--- src/rtl/pixel_mem_arbiter_pkg.sv ---
// Shared types and display-timing constants for the pixel memory arbiter.
package pxl_arb_pkg;

  typedef enum logic {IDLE = 1'b0, ACK = 1'b1} host_state_t;

  typedef logic [11:0] rgb444_t;

  localparam int unsigned H_TOTAL = 1040;
  localparam int unsigned V_TOTAL = 666;

  function automatic int unsigned cnt_width(input int unsigned max_val);
    return (max_val < 2) ? 1 : $clog2(max_val + 1);
  endfunction

endpackage

--- src/rtl/pixel_mem_arbiter_sat_counter.sv ---
// Saturating up-counter with synchronous clear; clear has priority over increment.
module arb_sat_counter #(
  parameter int unsigned          WIDTH = 16,
  parameter logic [WIDTH-1:0]     MAX   = '1
) (
  input  logic             clk,
  input  logic             rst,
  input  logic             inc,
  input  logic             clr,
  output logic [WIDTH-1:0] count
);

  always_ff @(posedge clk) begin
    if (rst || clr) begin
      count <= '0;
    end else if (inc && (count != MAX)) begin
      count <= count + 1'b1;
    end
  end

endmodule

--- src/rtl/pixel_mem_arbiter.sv ---
// Single-port pixel memory arbiter: display reads have absolute priority, host uses free cycles.
// Optional ARB_STALL_CNT_EN adds a saturating stall_cnt output.
module pixel_mem_arbiter
  import pxl_arb_pkg::*;
#(
  parameter int unsigned ADDR_W   = 16,
  parameter int unsigned DATA_W   = 12,
  parameter int unsigned MAX_WAIT = H_TOTAL
) (
  input  logic              clk,
  input  logic              rst,
  input  logic              disp_rd,
  input  logic [ADDR_W-1:0] disp_addr,
  output logic              disp_rvalid,
  output logic [DATA_W-1:0] disp_rdata,
  input  logic              host_req,
  input  logic              host_we,
  input  logic [ADDR_W-1:0] host_addr,
  input  logic [DATA_W-1:0] host_wdata,
  output logic              host_ack,
  output logic [DATA_W-1:0] host_rdata,
  output logic              host_starve,
`ifdef ARB_STALL_CNT_EN
  output logic [15:0]       stall_cnt,
`endif
  output logic              mem_en,
  output logic              mem_we,
  output logic [ADDR_W-1:0] mem_addr,
  output logic [DATA_W-1:0] mem_wdata,
  input  logic [DATA_W-1:0] mem_rdata
);

  localparam int unsigned       WAIT_W   = cnt_width(MAX_WAIT);
  localparam logic [WAIT_W-1:0] WAIT_MAX = WAIT_W'(MAX_WAIT);

  host_state_t       state, state_next;
  logic              grant;
  logic              op_we;
  logic              wait_inc, wait_clr;
  logic [WAIT_W-1:0] wait_cnt;

  assign grant    = (state == IDLE) && host_req && !disp_rd;
  assign wait_inc = (state == IDLE) && host_req && disp_rd;
  assign wait_clr = (state == IDLE) && (!host_req || grant);

  always_ff @(posedge clk) begin
    if (rst) begin
      state <= IDLE;
    end else begin
      state <= state_next;
    end
  end

  always_comb begin
    state_next = state;
    case (state)
      IDLE:    if (grant) state_next = ACK;
      ACK:     state_next = IDLE;
      default: state_next = IDLE;
    endcase
  end

  always_comb begin
    host_ack   = (state == ACK);
    host_rdata = ((state == ACK) && !op_we) ? mem_rdata : '0;
    disp_rdata = disp_rvalid ? mem_rdata : '0;
  end

  always_comb begin
    mem_en    = 1'b0;
    mem_we    = 1'b0;
    mem_addr  = '0;
    mem_wdata = '0;
    if (disp_rd) begin
      mem_en   = 1'b1;
      mem_addr = disp_addr;
    end else if (grant) begin
      mem_en    = 1'b1;
      mem_we    = host_we;
      mem_addr  = host_addr;
      mem_wdata = host_wdata;
    end
  end

  always_ff @(posedge clk) begin
    if (rst) begin
      disp_rvalid <= 1'b0;
      op_we       <= 1'b0;
    end else begin
      disp_rvalid <= disp_rd;
      if (grant) op_we <= host_we;
    end
  end

  // Starve flag rises on the same edge that brings wait_cnt to MAX_WAIT.
  always_ff @(posedge clk) begin
    if (rst) begin
      host_starve <= 1'b0;
    end else if (wait_inc && ((32'(wait_cnt) + 32'd1) >= MAX_WAIT)) begin
      host_starve <= 1'b1;
    end
  end

  arb_sat_counter #(
    .WIDTH (WAIT_W),
    .MAX   (WAIT_MAX)
  ) u_wait_cnt (
    .clk   (clk),
    .rst   (rst),
    .inc   (wait_inc),
    .clr   (wait_clr),
    .count (wait_cnt)
  );

`ifdef ARB_STALL_CNT_EN
  arb_sat_counter #(
    .WIDTH (16),
    .MAX   (16'hFFFF)
  ) u_stall_cnt (
    .clk   (clk),
    .rst   (rst),
    .inc   (wait_inc),
    .clr   (1'b0),
    .count (stall_cnt)
  );
`endif

endmodule

--- config.mk ---
export PLATFORM = sky130hd
export DESIGN_NAME = pixel_mem_arbiter
export DESIGN_NICKNAME = d
export VERILOG_FILES = /design/src/rtl/pixel_mem_arbiter_pkg.sv /design/src/rtl/pixel_mem_arbiter_sat_counter.sv /design/src/rtl/pixel_mem_arbiter.sv
export SDC_FILE = /design/constraint.sdc
export NUM_CORES = 1
export LEC_CHECK = 0
export BUFFER_PORTS_ARGS = -buffer_cell sky130_fd_sc_hd__clkbuf_2
export CAP_MARGIN = 20
export CORE_MARGIN = 2
export CORE_UTILIZATION = 33
export DETAILED_ROUTE_END_ITERATION = 6
export PLACE_DENSITY_LB_ADDON = 0.1
export SETUP_SLACK_MARGIN = 0.02
export SYNTH_ARGS = -nofsm -noshare
export SYNTH_HDL_FRONTEND = slang
export SYNTH_SLANG_ARGS = --single-unit
--- constraint.sdc ---
create_clock -name clk -period 1.45 [get_ports clk]
set_input_delay 0.0725 -clock clk [delete_from_list [all_inputs] [get_ports clk]]
set_output_delay 0.0725 -clock clk [all_outputs]
set_load 0.02 [all_outputs]
### Yosys cells after proc, flatten, opt, wreduce, memory -nomap -nowiden

Cells that the tools add are included.

| operators by class | value |
|---|---|
| $add $sub $neg | 2 |
| magnitude comparators | 1 |
| eq/ne operators | 1 |
| muxes and demuxes | 11 |
| bitwise operators | 1 |
| reductions and logical operators | 12 |

Operator list:

| cell | count |
|---|---|
| two-way mux 12 bit | 4 |
| two-way mux 16 bit | 2 |
| adder 11 x 1 -> 12 bit (second input constant) | 1 |
| greater-or-equal comparator 12 x 11 -> 1 bit (second input constant) | 1 |
| adder 11 x 1 -> 11 bit (second input constant) | 1 |
| inequality test 11 bit (second input constant) | 1 |
| logical AND 1 bit | 7 |
| two-way mux 1 bit | 4 |
| logical NOT 1 bit | 3 |
| logical OR 1 bit | 2 |
| case mux 1 bit (2 select lines) | 1 |
| inverter 1 bit | 1 |

| storage, ports and cells | value |
|---|---|
| flip-flop bits (word level) | 15 |
| input bits | 61 |
| output and inout bits | 57 |
| word-level logic and storage cells | 33 |

### Depth between registers and ports, before layout

| depth | value |
|---|---|
| word-level depth | 6 |
| gate-level depth with buffers | 6 |
| gate-level depth less buffers | 6 |

### By module

From an unflattened synthesis, not the netlist that was laid out.

| second synthesis, totals | value |
|---|---|
| cells, all modules | 151 |
| area, all modules | 1208.7 um^2 |

By module, submodules not included:

| module | instances | cells each | area each (um^2) | seq. area each (um^2) |
|---|---|---|---|---|
| arb_sat_counter | 1 | 72 | 618.1 | 220.2 |
| pixel_mem_arbiter | 1 | 79 | 590.6 | 80.1 |

### Least setup slack after synthesis

No wires, ideal clock.

| timing | value |
|---|---|
| path type | register to register |
| start | register u_wait_cnt.count[0] |
| end | register host_starve |
| library setup time | 0.126 ns |
| arrival time | 1.272 ns |
| required time | 1.324 ns |
| path slack | 0.053 ns |
| stages on the path, launching flop included | 7 |
| buffers on the path | 0 |
| clock period less this slack | 1.397 ns |
| cell sequence | dfxtp_1 ha_1 a211o_1 o22ai_1 mux2i_1 o21ai_1 a211oi_2 |

| on the way | value |
|---|---|
| word-level cells in the longest chain between the ends | 3 |

Ends and longest elaborated chain:

| element | RTL line | text |
|---|---|---|
| start, declared | pixel_mem_arbiter_sat_counter.sv:10 | `output logic [WIDTH-1:0] count` |
| start signal, assigned | pixel_mem_arbiter_sat_counter.sv:17 | `count <= count + 1'b1;` |
| adder 11 x 1 -> 12 bit | pixel_mem_arbiter.sv:99 | `end else if (wait_inc && ((32'(wait_cnt) + 32'd1) >= MAX_WAIT)) begin` |
| greater-or-equal comparator 12 x 11 -> 1 bit | pixel_mem_arbiter.sv:99 |  |
| logical AND 1 bit | pixel_mem_arbiter.sv:99 |  |
| end signal, assigned | pixel_mem_arbiter.sv:98 | `host_starve <= 1'b0;` |
| end signal, assigned | pixel_mem_arbiter.sv:100 | `host_starve <= 1'b1;` |
| end, declared | pixel_mem_arbiter.sv:22 | `output logic host_starve,` |

No other way between the ends.
A chain may end at the register's enable or synchronous reset.

### Worst setup path after layout

| timing | value |
|---|---|
| start | register state (netlist: host_ack) |
| end | output port mem_addr[3] |

| on the way | value |
|---|---|
| word-level cells in the longest chain between the ends | 5 |

Ends and longest elaborated chain:

| element | RTL line | text |
|---|---|---|
| start, declared | pixel_mem_arbiter.sv:36 | `host_state_t state, state_next;` |
| start signal, assigned | pixel_mem_arbiter.sv:50 | `state <= state_next;` |
| inverter 1 bit | - |  |
| logical AND 1 bit (2 in series) | pixel_mem_arbiter.sv:42 | `assign grant = (state == IDLE) && host_req && !disp_rd;` |
| two-way mux 16 bit | pixel_mem_arbiter.sv:77 | `end else if (grant) begin` |
| two-way mux 16 bit | pixel_mem_arbiter.sv:74 | `if (disp_rd) begin` |
| end, declared | pixel_mem_arbiter.sv:28 | `output logic [ADDR_W-1:0] mem_addr,` |

No other way between the ends.

==> run metrics <==
Post-synth EDFFs 0; GPL Wtd Cong 0.779; placement-stage cell area 1960 um2; Synth Register Bits 15; RSZ-0062 raised after global routing yes; H-tree Lvls 1; peak fanout along the critical path 8; mux cell area share after synthesis 2.88%; Worst-Margin Slew 0.343 ns; mapped cell area 1220 um2; post-synthesis compound-gate area fraction 21.5%; first-pass GRT wire length 7.73 mm; syn nets 216; Final Hold Viols 0; warnings from Yosys 0; average cell area after synthesis 7.95 um2; Initial Utilization 33.7%; Fmax 664 MHz; share of layout cells above drive strength 1 64.8%; most common cell in the netlist and2_1; Worst path depth 6; Final Non-Filler Cells 341; total wire length 5.33 mm; First-pass DRT Iterations 4; slowest CP cell dfxtp_2; initial antenna violation count 0; Final WS setup -0.0562 ns; final hold slack 0.0432 ns; Routed Antenna Nets 0; Data required, critical path 1.38 ns; total CTS buffers 3; area leader, netlist dfxtp_1; Syn Inst Count 153; FF-to-FF path depth 5; CTS tree yes; cell family with most CP delay buffers and inverters; CP arrival 1.43 ns; port buffer count 117; # setup viols final 17; Post-Synth XOR/XNOR Area 6.48%; Overall Global Routing Usage 23.9%; largest net degree at the start of global routing 14; Seq/Total Area, Yosys 24.7%; vias in the first global route 1631; Tcrit/Tclk final 104%; hold-fix buffers at CTS 0; slew margin rel. 77.1%; Pwr Total 1350 uW; crit path cell chain nand2b_4 -> nor2_4 -> buf_6 -> buf_16 -> a22o_1 -> clkbuf_8; DR vias 1676; CP bufs+invs 3; antenna fix cells 0; worst hold stages 2; power density over the cells 527 nW/um2; Final #Nets 357; post-synth top area share 24.7%; worst ir drop on vdd 0.373 mV; dominant synthesized flop cell dfxtp_1; setup TNS -0.356 ns; Layout area overhead 111%; Worst path max stage delay 0.34 ns; CTS Buffer Depth 2; Design Area, Final 2570 um2; row count 22; Synth Area in Adders 2.06%; Async SR Flop Fraction 0%; commonest cells in the netlist 38 x and2_1, 17 x nor2_1, 16 x a22o_1; drt first-iter violations 78; HPWL after detailed placement 3.25 mm; core area 3610 um2; kind of critical path flip-flop to primary output; largest cells by area after synthesis dfxtp_1 25%, and2_1 20%, a22o_1 12%; CTS root buf clkbuf_8; Worst setup EP type primary output; # IOs 118; CP Launch Type flip-flop; clk sinks 15; flop2flop setup slack -0.03 ns; Clock transition at path regs 0.07 ns; post-placement cell count 325; failing checks setup timing; Worst-Skew Late Latency 0.25 ns; Synth cell types 39; worst min-delay path class input port to flip-flop; Die Area 4190 um2; min Tclk post-route 1.51 ns; FILL cells 275; Multi-input gate area 973 um2; area share of and/or/nand/nor cells after synthesis 38.1%; Die Ht 64.7 um; routed len/inst 15.6 um; Fin Clk Skew 0.00477 ns; Slew Limit Fails 0; Die X 64.7 um; total gr overflow 0; status finished with violations; Max Cap Viol 0; DRC 0; FF/Latch Area 310 um2; leak pwr 0.00129 uW; largest family of logic cells by synthesized area simple AND/OR/NAND/NOR gates; via density per instance 4.91
==> placed cells by master, fill, tap and decap left out, types with 3 or more instances in the layout <==
cell      instances
and2_4           13
buf_16            3
buf_4            21
clkbuf_8         19
buf_2             5
buf_6             5
a21oi_1           4
dfxtp_1           7
xnor2_1           3
inv_1             3
and2_1           25
nand2_1           4
buf_8            13
a22o_1           16
clkbuf_2         81
dfxtp_2           8
nor3_1            3
xor2_1            5
nor2_1           15
==> repair_timing <==
item / 4_1_cts / 5_1_grt
pin swaps: 21 / 12
buffers inserted: 9 / 1
endpoints found under the setup margin: 35 / 45
gates resized for setup: 89 / 37
hold endpoints to repair: 0 / 0
gates cloned: 3 / 1
==> final cells by class <==
type	instances	share of cell area (%)
tap	48	2.34
inverter	4	0.585
multi-input combinational	125	37.9
clock buffer	4	1.76
timing repair buffer	145	45.3
sequential	15	12.1
==> per-stage QoR <==
stage	utilization (%)	worst slack, ns
floorplan	-	0.0526
global placement	54.3	-0.00916
detailed placement	54.3	-0.0155
CTS	68.9	-0.00872
global route	71.2	-0.0688
finish	71.2	-0.0562
==> logic make-up after synthesis <==
family	Yosys count
AND/OR/NAND/NOR	81
buffers and inverters	13
flip-flops	15
XOR/XNOR	9
multiplexers	3
adder cells (fa/ha/maj)	2
AO/OA/AOI/OAI	30
==> report_power, final <==
group	total (uW)	leakage [uW]	switching, uW	internal (uW)
clock network	352	0.0000228	157	195
registers	424	0.000125	7.21	417
logic	577	0.00114	263	314
==> sequential cells by signal, indices dropped and copies added, names as in the netlist <==
register / cells
disp_rvalid: 1
host_ack: 1
host_starve: 1
op_we: 1
u_wait_cnt.count: 11
==> worst paths after layout <==
path | from | endpoint
setup / recovery | host_ack | mem_addr[3]
hold / removal | rst | host_ack
setup reg to reg | host_ack | u_wait_cnt.count[7]
hold reg to reg | host_starve | host_starve
==> metal layers <==
metal / GRT usage (%) / wire, um / share of wire, %
met4: 13.8 / 180 / 3.4
met2: 43.3 / 2790 / 52
met5: 0 / 0 / 0
met3: 4.51 / 311 / 5.8
met1: 25.6 / 2050 / 38
(Power assumes the default switching activity.)
